<file path="src/rtl/vending_credit_fsm.sv">
// Vending-machine credit controller: synchronises buttons, accumulates credit in 5-cent
// units, vends at PRICE and returns change one unit at a time.
module vending_credit_fsm #(
  parameter int unsigned PRICE         = 4,
  parameter int unsigned VEND_CYCLES   = 25_000_000,
  parameter int unsigned CHANGE_CYCLES = 12_500_000
) (
  input  logic       clk,
  input  logic       reset,
  input  logic       nickel_in,
  input  logic       dime_in,
  input  logic       quarter_in,
  input  logic       cancel_in,
  output logic [3:0] credit_disp,
  output logic       dispense,
  output logic       change_pulse,
  output logic       coin_reject,
  output logic       busy
);

  localparam int unsigned MaxCycles = (VEND_CYCLES > CHANGE_CYCLES) ? VEND_CYCLES : CHANGE_CYCLES;
  localparam int unsigned TimerW    = (MaxCycles > 1) ? $clog2(MaxCycles) : 1;
  localparam logic [TimerW-1:0] VendLast   = TimerW'(VEND_CYCLES - 1);
  localparam logic [TimerW-1:0] ChangeLast = TimerW'(CHANGE_CYCLES - 1);
  localparam logic [3:0]        Price      = 4'(PRICE);

  typedef enum logic [1:0] {StIdle, StCollect, StVend, StChange} state_e;

  state_e            state_q, state_d;
  logic [3:0]        credit_q, credit_d;
  logic [3:0]        remaining_q, remaining_d;
  logic [TimerW-1:0] timer_q, timer_d;

  // Button bit order: {cancel, quarter, dime, nickel}
  logic [3:0] btn_raw, sync1_q, sync2_q, prev_q, press;

  logic [3:0] coin_val;
  logic       coin_any, coin_extra, cancel_p;
  logic [4:0] sum;
  logic       reject, pulse;
  logic [3:0] disp_d;

  assign btn_raw = {cancel_in, quarter_in, dime_in, nickel_in};
  assign press   = sync2_q & ~prev_q;

  // Only the highest-priority coin is evaluated; any lower coin alongside it is refused
  always_comb begin
    coin_val   = 4'd0;
    coin_extra = 1'b0;
    if (press[2]) begin
      coin_val   = 4'd5;
      coin_extra = press[1] | press[0];
    end else if (press[1]) begin
      coin_val   = 4'd2;
      coin_extra = press[0];
    end else if (press[0]) begin
      coin_val   = 4'd1;
    end
  end

  assign coin_any = |press[2:0];
  assign cancel_p = press[3];
  assign sum      = {1'b0, credit_q} + {1'b0, coin_val};

  always_comb begin
    state_d     = state_q;
    credit_d    = credit_q;
    remaining_d = remaining_q;
    timer_d     = '0;
    reject      = 1'b0;
    pulse       = 1'b0;

    unique case (state_q)
      StIdle, StCollect: begin
        if (cancel_p) begin
          reject = coin_any;
          if (state_q == StCollect) begin
            state_d     = StChange;
            remaining_d = credit_q;
          end
        end else if (coin_any) begin
          reject = coin_extra;
          if (sum <= 5'd8) begin
            credit_d = sum[3:0];
            state_d  = (sum >= {1'b0, Price}) ? StVend : StCollect;
          end else begin
            reject = 1'b1;
          end
        end
      end
      StVend: begin
        reject  = coin_any;
        timer_d = timer_q + TimerW'(1);
        if (timer_q == VendLast) begin
          remaining_d = credit_q - Price;
          if (credit_q == Price) begin
            state_d  = StIdle;
            credit_d = 4'd0;
          end else begin
            state_d = StChange;
          end
        end
      end
      StChange: begin
        reject  = coin_any;
        timer_d = timer_q + TimerW'(1);
        if (timer_q == ChangeLast) begin
          pulse       = 1'b1;
          remaining_d = remaining_q - 4'd1;
          timer_d     = '0;
          if (remaining_q == 4'd1) begin
            state_d  = StIdle;
            credit_d = 4'd0;
          end
        end
      end
      default: state_d = StIdle;
    endcase

    if (state_d != state_q) timer_d = '0;
    disp_d = (state_d == StChange) ? remaining_d : credit_d;
  end

  always_ff @(posedge clk) begin
    if (reset) begin
      state_q      <= StIdle;
      credit_q     <= 4'd0;
      remaining_q  <= 4'd0;
      timer_q      <= '0;
      sync1_q      <= 4'd0;
      sync2_q      <= 4'd0;
      prev_q       <= 4'd0;
      credit_disp  <= 4'd0;
      dispense     <= 1'b0;
      change_pulse <= 1'b0;
      coin_reject  <= 1'b0;
      busy         <= 1'b0;
    end else begin
      state_q      <= state_d;
      credit_q     <= credit_d;
      remaining_q  <= remaining_d;
      timer_q      <= timer_d;
      sync1_q      <= btn_raw;
      sync2_q      <= sync1_q;
      prev_q       <= sync2_q;
      credit_disp  <= disp_d;
      dispense     <= (state_d == StVend);
      change_pulse <= pulse;
      coin_reject  <= reject;
      busy         <= (state_d == StVend) || (state_d == StChange);
    end
  end

endmodule
</file>
<file path="config.mk">
export PLATFORM = sky130hd
export DESIGN_NAME = vending_credit_fsm
export DESIGN_NICKNAME = d
export VERILOG_FILES = /design/src/rtl/vending_credit_fsm.sv
export SDC_FILE = /design/constraint.sdc
export NUM_CORES = 1
export LEC_CHECK = 0
export ABC_AREA = 0
export BUFFER_PORTS_ARGS = -buffer_cell sky130_fd_sc_hd__buf_2
export CAP_MARGIN = 25
export CORE_ASPECT_RATIO = 0.6
export CORE_MARGIN = 3
export CORE_UTILIZATION = 55
export CTS_BUF_LIST = sky130_fd_sc_hd__clkbuf_8 sky130_fd_sc_hd__clkbuf_16
export DETAILED_ROUTE_END_ITERATION = 10
export GPL_ROUTABILITY_DRIVEN = 0
export GPL_TIMING_DRIVEN = 0
export PLACE_DENSITY = 0.77
export SKIP_CTS_REPAIR_TIMING = 1
export SLEW_MARGIN = 10
export SYNTH_ARGS = -nofsm -noshare
export SYNTH_HDL_FRONTEND = slang
export SYNTH_SLANG_ARGS = --single-unit
</file>
<file path="constraint.sdc">
create_clock -name clk -period 4.1 [get_ports clk]
set_clock_uncertainty 0.05 [all_clocks]
set_input_delay 0.205 -clock clk [delete_from_list [all_inputs] [get_ports clk]]
set_output_delay 0.205 -clock clk [all_outputs]
set_load 0.005 [all_outputs]
</file>
Word level (Yosys, flattened, before mapping)
Index checks and enable logic that the tools add are counted.

Register bits: 55. Output and inout port bits: 8.

Add/subtract/negate cells: 4. Order comparisons: 2. Eq/ne operators: 10. Muxes and demuxes: 36. Bitwise gates (word level): 4. Reduce and logical (&&, ||, !) cells: 7.

Operators with widths (number): $pmux 25 s2 (1); $mux 4 (12); $add 25x1->25 const B (1); $eq 25x24->1 const B (1); $eq 25x25->1 const B (1); $mux 25 (1); $pmux 4 s3 (2); $mux 2 (10); $eq 2x2->1 const B (4); $reduce_or 2->1 (4); $mux 1 (7); $pmux 2 s3 (1); $add 4x4->5 (1); $ge 5x3->1 const B (1); $le 5x4->1 const B (1); $and 4x4->4 (1); $eq 4x1->1 const B (1); $eq 4x3->1 const B (1); $not 4->4 (1); $sub 4x1->4 const B (1); $sub 4x3->4 const B (1); $mux 3 (1); $reduce_or 3->1 (1); $eq 2x1->1 const B (1); 6 further kinds (6).

Longest topological paths before layout
Gate-level depths: netlist of run 1.

Depth after elaboration: 14. Depth in mapped cells: 14. Mapped depth without buffers: 13.

Worst setup path before layout of run 1
OpenSTA, ideal clock, no wires.

Kind: register to register. Start: register sync2_q[1]. End: register credit_disp[2]. Arrival time: 2957 ps. Slack: 972 ps. Cell stages (with the launch flop): 14. Path through: dfxtp_1 -> nor2b_1 -> nand2b_1 -> nand2_1 -> ha_1 -> inv_1 -> fa_1 -> nand2b_1 -> o21ai_0 -> nor4_1 -> or2_0 -> a211oi_4 -> a211oi_2 -> mux2_2.

Word-level cells in the longest chain between the ends: 12.

RTL lines: start, declared (RTL line 35) `logic [3:0] btn_raw, sync1_q, sync2_q, prev_q, press;`; start signal, assigned (RTL line 144) `sync2_q <= sync1_q;`; $and 4x4->4 * (RTL line 44) `assign press = sync2_q & ~prev_q;`; $mux 2 (RTL line 53) `end else if (press[1]) begin`; $mux 3 (RTL line 50) `if (press[2]) begin`; $add 4x4->5 (RTL line 63) `assign sum = {1'b0, credit_q} + {1'b0, coin_val};`; $ge 5x3->1 (RTL line 85) `state_d = (sum >= {1'b0, Price}) ? StVend : StCollect;`; $mux 2 (RTL line 85); $mux 2 (RTL line 83) `if (sum <= 5'd8) begin`; $mux 2 (RTL line 81) `end else if (coin_any) begin`; $mux 2 (RTL line 75) `if (cancel_p) begin`; $pmux 2 s3 (RTL line 73) `unique case (state_q)`; $eq 2x2->1 (RTL line 121) `disp_d = (state_d == StChange) ? remaining_d : credit_d;`; $mux 4 * (RTL line 121); end signal, assigned (RTL line 146) `credit_disp <= disp_d;`; end, declared (RTL line 14) `output logic [3:0] credit_disp,`.

Every way passes the cells marked *; elsewhere a longest branch is shown, timed or not. A chain may end at the register's enable or synchronous reset.

Worst setup path after layout of run 1
Ends and elaborated chain as after synthesis.

==> results of run 1 <==
[synth_stat cells (2+ instances only)]
master	number	area [sq um]
dfxtp_1	55	1100
nor2_1	24	90.1
nand2_1	21	78.8
nor2b_1	17	106
nor4_2	14	175
inv_1	12	45.0
nand3_1	12	60.1
nand4_1	12	75.1
xnor2_1	12	105
xor2_1	12	105
nor3_1	10	50.1
ha_1	7	87.6
nand2b_1	7	43.8
and3_1	5	31.3
clkbuf_1	5	18.8
a31oi_1	4	25.0
and4_1	4	35.0
buf_2	4	20.0
nor4_1	4	25.0
a211oi_1	3	22.5
a21oi_1	3	15.0
mux2_2	3	33.8
nor3b_1	3	22.5
nor4bb_1	3	30.0
o21ai_0	3	15.0
o32ai_1	3	26.3
or4_1	3	22.5
a21o_1	2	15.0
a22oi_1	2	15.0
and2_1	2	12.5
mux2i_1	2	20.0
o22ai_1	2	12.5
o311a_1	2	20.0
[power by group through the flow]
stage	Clock [mW]	Combinational [mW]	Sequential, mW
final	0.327	0.104	0.551
after global routing	0.353	0.115	0.552
after CTS	0.331	0.103	0.551
after detailed placement	0	0.103	0.563
after global placement	0	0.100	0.562
after floorplan	0	0.0760	0.562
[worst max-delay path, delay by kind of cell, from the launching register on]
kind,cells,cell delay (ps)
and+or+nand+nor,6,1520
AOI/OAI and AO/OA,3,620
buffers and inverters,1,70
DFF,1,340
adders and majority gates,2,650
muxes,1,390
[cell families after synthesis]
logic type | Yosys count
mux | 5
fa+ha+maj | 9
flops | 55
xor+xnor | 24
buf+inv | 23
simple gates | 149
compound gates | 33
[metrics by stage]
step / total power, mW / setup slack (ps) / hold slack [ps] / std cells
floorplan: 0.638 / 972 / 283 / 298
global route: 1.02 / 51.8 / 23.9 / 382
detailed placement: 0.665 / 296 / 371 / 374
global placement: 0.663 / 364 / 362 / 374
finish: 0.982 / 346 / 30.2 / 382
CTS: 0.985 / 246 / 27.5 / 382
[layout make-up]
class | instances | area share
Buffer | 11 | 0.0164
Clock buffer | 5 | 0.0226
Clock inverter | 3 | 0.0111
Inverter | 12 | 0.0148
Multi-Input combinational cell | 220 | 0.526
Sequential cell | 55 | 0.362
Tap cell | 63 | 0.0259
Timing Repair Buffer | 13 | 0.0214
[state kept, by name, indices dropped and copies added, names as in the netlist]
register,cells
state_q,2
timer_q,25
sync1_q,4
credit_disp,4
busy,1
remaining_q,4
prev_q,4
credit_q,4
dispense,1
sync2_q,4
change_pulse,1
coin_reject,1
[path summary, 6_finish.rpt]
| path | end | startpoint | depth (start not counted) |
|---|---|---|---|
| max reg2reg | credit_disp[2]$_SDFF_PP0_ | sync2_q[1]$_SDFF_PP0_ | 13 |
| min reg2reg | sync2_q[2]$_SDFF_PP0_ | sync1_q[2]$_SDFF_PP0_ | 1 |
| max | credit_disp[2]$_SDFF_PP0_ | sync2_q[1]$_SDFF_PP0_ | 13 |
| min | sync1_q[0]$_SDFF_PP0_ | nickel_in | 2 |
[routing by layer]
metal | vias to the layer above | global-route usage | wire [um]
li1 | 1116 | - | -
met1 | 1039 | 0.332 | 3210
met2 | 67 | 0.287 | 2180
met3 | 7 | 0.0566 | 498
met4 | 0 | 0.0473 | 51
met5 | - | 0 | 0
==> results.json, run 1 <==
{
  "pwr-share-clk": 0.333,
  "drv_slew": 0,
  "htreeDepth": 2,
  "dieWidth_um": 98.0,
  "cts_root_buf": "clkbuf_8",
  "drv_cap": 0,
  "ys_types": 54,
  "synthAdderAreaFrac": 0.0421,
  "internal_power_mw": 0.710,
  "drive_above_1_share": 0.157,
  "cpMostUsedCell": "nand2b_1",
  "drc": 0,
  "vias_per_cell": 5.84,
  "synth_edf_count": 0,
  "synth-xor-area-share": 0.0753,
  "cts_num_sinks": 55,
  "multi_input_area_sq_um": 1600,
  "max_freq_ghz": 0.266,
  "period_share": 0.916,
  "path_clk_slew_ps": 110,
  "grt_pass1_vias": 2025,
  "seqPwrFrac": 0.561,
  "port-buffer-count": 13,
  "placed_cell_area_sq_um": 2940,
  "start_kind": "flop",
  "core_area_sq_um": 4730,
  "fin_tns_setup_ps": 0,
  "fillers": 409,
  "synth_simple_gate_area_frac": 0.344,
  "syn_to_final_growth_pct": 9.05,
  "setup_viol": 0,
  "wirelength_um": 5940,
  "critPathSlowestCell": "fa_1",
  "crit_arrival_ps": 3930,
  "overflow": 0,
  "synth_compound_area_frac": 0.0905,
  "cpPeakStageDelay_ps": 450,
  "fin_crit_ps": 3750,
  "p_sw_frac": 0.277,
  "ys_ff_latch": 55,
  "critPathCaptureType": "flop",
  "cts_tree": "built",
  "final-hold-violation-count": 0,
  "layout_common_cells": "dfxtp_1, nor2_1, nand2_1, nor2b_1, buf_2",
  "ant_nets": 0,
  "final_common_cell": "dfxtp_1",
  "grt_use_total": 0.213,
  "outcome": "complete, no violations",
  "insertion_delay_ps": 330,
  "synthFlopType": "dfxtp_1",
  "synth_area_per_cell_sq_um": 9.37,
  "rsz0062_at_grt": "no",
  "seq_area_frac_synth": 0.394,
  "p_leak_nw": 1.07,
  "crit_path_max_fanout": 6,
  "seq_area_sq_um": 1100,
  "async_flop_share": 0,
  "first_pass_iters": 4,
  "syn_area_sq_um": 2790,
  "required_ps": 4280,
  "ir_worst_vdd_v": 0.000232,
  "antenna_cells_inserted": 0,
  "numCtsBuffers": 5,
  "initialDrtViolationCount": 172,
  "vias": 2229,
  "row_count": 19,
  "start_util": 0.590,
  "synth_cells": 298,
  "die_height_um": 61.2,
  "drt-wirelength-per-cell_um": 15.5,
  "crit_chain": "nor2b_1, nand2b_1, nand2_1, ha_1, inv_1, fa_1, nand2b_1, o21ai_0, nor4_2, or2_0, a211oi_4, a211oi_2, mux2_2",
  "die_area_sq_um": 5990,
  "p_sw_mw": 0.272,
  "r2r_setup_slack_ps": 350,
  "final_area_sq_um": 3040,
  "slew_headroom": 0.523,
  "min_path_type": "in -> reg",
  "tightest_slew_ps": 715,
  "antenna_found_initial": 0,
  "grt_max_degree": 21,
  "clock_path_buffers": 2,
  "ios": 14,
  "p_per_area_nw_per_um2": 323,
  "fin_nets": 332,
  "crit_type": "reg -> reg",
  "place_hpwl_um": 4530,
  "synth_top_family_by_area": "simple AND/OR/NAND/NOR gates",
  "fin_util": 0.643,
  "yosys_warnings": 0,
  "muxShareOfSynthArea": 0.0193,
  "combinationalPowerShare": 0.106,
  "synth_nets": 312,
  "grt_pass1_wl_um": 9940
}
Note: power is estimated with default switching activity, not from simulation.
==> run 2, diff against run 1 <==
Settings changed: CORE_MARGIN 3 to 2.
Clock period 4.1 ns to 3.5 ns, I/O delays scaled along.
==> run 2 against run 1 <==
  * Power increased by 17%
  * First-iteration DRC count is 23% higher
  * Core utilization shrank 1.5 points
  * Non-clock buffer count up 4
  * Largest power group unchanged
==> results.json, run 2 (synthesized netlist as in run 1, its figures left out) <==
{
  "syn_to_final_growth_pct": 12.1,
  "final_common_cell": "dfxtp_1",
  "dieWidth_um": 96.0,
  "final-hold-violation-count": 0,
  "initialDrtViolationCount": 211,
  "crit_arrival_ps": 3570,
  "grt_pass1_vias": 2008,
  "p_per_area_nw_per_um2": 367,
  "antenna_cells_inserted": 0,
  "fin_util": 0.628,
  "drv_slew": 0,
  "hp-start": "cancel_in",
  "tightest_slew_ps": 732,
  "htreeDepth": 2,
  "ant_nets": 0,
  "clock_path_buffers": 2,
  "rr_endpoint": "credit_disp[2]$_SDFF_PP0_",
  "grt_use_total": 0.235,
  "cts_num_sinks": 55,
  "grtUsageMet2": 0.303,
  "crit_path_max_fanout": 4,
  "insertion_delay_ps": 310,
  "numCtsBuffers": 5,
  "r2r_cells": 14,
  "drc": 0,
  "final_area_sq_um": 3130,
  "vias_per_cell": 5.96,
  "ir_worst_vdd_v": 0.000179,
  "drt-wirelength-per-cell_um": 16.3,
  "largest_register_ffs": 25,
  "layout_common_cells": "dfxtp_1, nor2_1, nand2_1, buf_2, nor2b_1",
  "r2r_setup_slack_ps": 90,
  "top_register": "timer_q",
  "critPathCaptureType": "flop",
  "max_freq_ghz": 0.293,
  "p_leak_nw": 1.10,
  "placed_cell_area_sq_um": 2940,
  "place_hpwl_um": 4560,
  "overflow": 0,
  "first_pass_iters": 5,
  "r2r_start": "sync2_q[1]$_SDFF_PP0_",
  "core_area_sq_um": 4980,
  "die_area_sq_um": 5680,
  "min_path_type": "in -> reg",
  "vias": 2320,
  "fillers": 440,
  "cts_tree": "built",
  "path_clk_slew_ps": 90,
  "fin_crit_ps": 3410,
  "grt_max_degree": 18,
  "start_kind": "flop",
  "grt_use_met1": 0.356,
  "hold_path_depth": 2,
  "min_to": "sync1_q[3]$_SDFF_PP0_",
  "setup_viol": 0,
  "final_cells": 389,
  "row_count": 20,
  "required_ps": 3660,
  "die_height_um": 59.2,
  "cts_root_buf": "clkbuf_8",
  "crit_type": "reg -> reg",
  "drive_above_1_share": 0.192,
  "slew_headroom": 0.512,
  "ios": 14,
  "antenna_found_initial": 0,
  "fin_nets": 336,
  "outcome": "complete, no violations",
  "grt_pass1_wl_um": 9940,
  "wirelength_um": 6350,
  "use_met3": 0.0929,
  "grt-busiest-layer": "met1",
  "drv_cap": 0,
  "period_share": 0.974,
  "start_util": 0.561,
  "port-buffer-count": 13,
  "dp.cells": 377
}
==> run 2: critical path, stage by stage, from the launching register on <==
cell and delay [ps]:
dfxtp_1 340, nor2b_4 170, nand2b_1 120, nand2_1 70, ha_1 210, inv_1 80
fa_2 470, nand2b_4 100, o21ai_1 90, nor4_4 420, or2_4 210, a211oi_4 80
buf_4 160, a211oi_4 340, mux2_2 380
==> run 2: area by class of cell <==
class / instances / area, sq um / share of cell area
inverters: 12 / 45.0 / 0.0144
clock buffers: 5 / 68.8 / 0.0220
plain buffers: 11 / 56.3 / 0.0180
clock inverters: 3 / 18.8 / 0.00600
repair buffers: 17 / 95.1 / 0.0304
multi-input cells: 220 / 1660 / 0.531
flip-flops and latches: 55 / 1100 / 0.352
well taps: 66 / 82.6 / 0.0264
==> run 2: how the worst max path moves through the flow <==
stage | start | endpoint | slack (ps) | cells past startpoint
floorplan | sync2_q[1]$_SDFF_PP0_ | credit_disp[2]$_SDFF_PP0_ | 370 | 13
global placement | sync2_q[1]$_SDFF_PP0_ | credit_disp[3]$_SDFF_PP0_ | -200 | 13
detailed placement | sync2_q[1]$_SDFF_PP0_ | credit_disp[3]$_SDFF_PP0_ | -200 | 13
CTS | sync2_q[1]$_SDFF_PP0_ | credit_disp[2]$_SDFF_PP0_ | -260 | 13
global route | sync2_q[0]$_SDFF_PP0_ | credit_disp[2]$_SDFF_PP0_ | -10 | 14
finish | sync2_q[1]$_SDFF_PP0_ | credit_disp[2]$_SDFF_PP0_ | 90 | 14
==> run 2: through the flow <==
| stage | TNS, ps | setup slack [ps] | hold WS (ps) | power [mW] |
|---|---|---|---|---|
| after CTS | -3760 | -258 | 12.5 | 1.13 |
| after floorplan | 0 | 372 | 253 | 0.747 |
| after global placement | -975 | -197 | 338 | 0.776 |
| final | 0 | 90.4 | 17.7 | 1.15 |
| after detailed placement | -2430 | -204 | 345 | 0.779 |
| after global routing | -13.8 | -12.1 | 15.4 | 1.20 |
==> run 2: per-layer routing <==
metal / wire [um] / up-vias
li1: - / 1123
met1: 3190 / 1096
met2: 2510 / 89
met3: 558 / 12
met4: 92 / 0
met5: 0 / -
==> run 2: power breakdown <==
group          switching (mW)  total, mW  internal [mW]
registers             0.00710      0.645          0.638
logic                  0.0894      0.152         0.0625
clock network           0.210      0.352          0.141
total                   0.307       1.15          0.842
==> run 3, diff against run 2 <==
Settings changed: CORE_UTILIZATION 55 to 61, PLACE_DENSITY 0.77 to 0.83.
==> run 3 against run 2 <==
  * First-iteration DRC count fell by 16%
  * Critical endpoint is now timer_q[24]$_SDFF_PP0_
  * Sequential power about the same
  * Worst hold slack got worse by 17 ps
  * Cell area increased by 0.84%
  * Non-clock buffer count unchanged
  * Core utilization is 7.4 points higher
  * Power grew 3.3%
  * Combinational power is 9% higher
  * Maximum frequency is 0.61% higher
  * Register-to-register slack better by 20 ps
  * Routed wire length grew 5.4%
  * Highest routed layer unchanged
  * Critical path depth stayed put
==> results.json, run 3 (synthesized netlist as in run 1, its figures left out) <==
{
  "outcome": "complete, no violations",
  "p_leak_nw": 1.10,
  "core_area_sq_um": 4490,
  "seqPwrFrac": 0.544,
  "layout_common_cells": "dfxtp_1, nor2_1, nand2_1, buf_2, nor2b_1",
  "antenna_found_initial": 0,
  "final-hold-violation-count": 0,
  "min_path_type": "in -> reg",
  "pwr-share-clk": 0.317,
  "insertion_delay_ps": 320,
  "path_clk_slew_ps": 110,
  "period_share": 0.968,
  "final_cells": 386,
  "p_total_mw": 1.19,
  "ant_nets": 0,
  "placed_cell_area_sq_um": 2940,
  "die_area_sq_um": 5150,
  "slew_headroom": 0.522,
  "fillers": 353,
  "crit_arrival_ps": 3570,
  "drt-wirelength-per-cell_um": 17.3,
  "drv_cap": 0,
  "largest_register_ffs": 25,
  "die_height_um": 56.4,
  "drv_slew": 0,
  "start_util": 0.621,
  "cts_tree": "built",
  "p_sw_mw": 0.331,
  "row_count": 19,
  "crit_type": "reg -> reg",
  "clock_path_buffers": 2,
  "dieWidth_um": 91.3,
  "grt_max_degree": 20,
  "port-buffer-count": 13,
  "p_sw_frac": 0.279,
  "grt_pass1_wl_um": 10300,
  "setup_viol": 0,
  "final_area_sq_um": 3160,
  "internal_power_mw": 0.856,
  "vias": 2374,
  "tightest_slew_ps": 710,
  "top_register": "timer_q",
  "first_pass_iters": 5,
  "combinationalPowerShare": 0.139,
  "required_ps": 3680,
  "drc": 0,
  "initialDrtViolationCount": 177,
  "final_common_cell": "dfxtp_1",
  "wirelength_um": 6690,
  "htreeDepth": 2,
  "place_hpwl_um": 4520,
  "cts_num_sinks": 55,
  "dp.cells": 374,
  "fin_util": 0.702,
  "overflow": 0,
  "ios": 14,
  "setup_slack_ps": 111,
  "fin_crit_ps": 3390,
  "grt_pass1_vias": 2052,
  "drive_above_1_share": 0.201,
  "crit_path_max_fanout": 5,
  "dpl_worst_slack_ps": -215,
  "start_kind": "flop",
  "p_per_area_nw_per_um2": 376,
  "max_freq_ghz": 0.295,
  "numCtsBuffers": 5,
  "antenna_cells_inserted": 0,
  "critPathCaptureType": "flop",
  "syn_to_final_growth_pct": 13.0,
  "grt_use_total": 0.260,
  "ir_worst_vdd_v": 0.000250,
  "vias_per_cell": 6.15,
  "fin_nets": 336,
  "cts_root_buf": "clkbuf_8"
}
==> run 3: area by class of cell <==
cell class              instances  area [sq um]  share of cell area
plain buffers                  11          60.1              0.0190
clock buffers                   5          68.8              0.0218
clock inverters                 3          27.5             0.00872
inverters                      12          45.0              0.0143
multi-input cells             220          1680               0.531
flip-flops and latches         55          1100               0.349
well taps                      63          78.8              0.0250
repair buffers                 17          96.3              0.0305
==> run 3: power groups by stage <==
stage	combinational (mW)	sequential, mW	clock (mW)
floorplan	0.0891	0.658	0
global placement	0.117	0.659	0
detailed placement	0.119	0.659	0
CTS	0.120	0.645	0.381
global route	0.176	0.647	0.407
finish	0.165	0.646	0.376
==> run 3: metrics by stage <==
| step | hold slack [ps] | TNS [ps] |
|---|---|---|
| after detailed placement | 342 | -2130 |
| after CTS | -2.49 | -3370 |
| after global placement | 331 | -1390 |
| after global routing | 1.21 | -13.9 |
| after floorplan | 253 | 0 |
| final | 0.340 | 0 |
==> run 3: critical path: stages, from the launching register on <==
cell	delay, ps
dfxtp_2	340
nor2b_4	170
nand2b_1	110
nand2_1	60
ha_2	180
inv_1	80
fa_2	240
nor2b_1	70
o21ai_1	180
or3b_4	430
or2_4	290
a211oi_4	390
mux2i_4	400
buf_2	220
nor2_1	70
==> run 3: worst paths after layout <==
kind | from | endpoint | slack, ps | depth (start not counted)
worst min-delay path | cancel_in | sync1_q[3]$_SDFF_PP0_ | 0.3 | 2
worst max register to register | sync2_q[1]$_SDFF_PP0_ | timer_q[24]$_SDFF_PP0_ | 110 | 14
worst max-delay path | sync2_q[1]$_SDFF_PP0_ | timer_q[24]$_SDFF_PP0_ | 110 | 14
worst min register to register | sync1_q[2]$_SDFF_PP0_ | sync2_q[2]$_SDFF_PP0_ | 400 | 1
==> run 3: per-layer routing <==
metal / GRT usage / share of wire / up-vias
met5: 0 / 0 / -
met4: 0.0736 / 0.014 / 0
met3: 0.0510 / 0.075 / 14
met2: 0.358 / 0.41 / 90
met1: 0.408 / 0.50 / 1145
li1: - / - / 1125
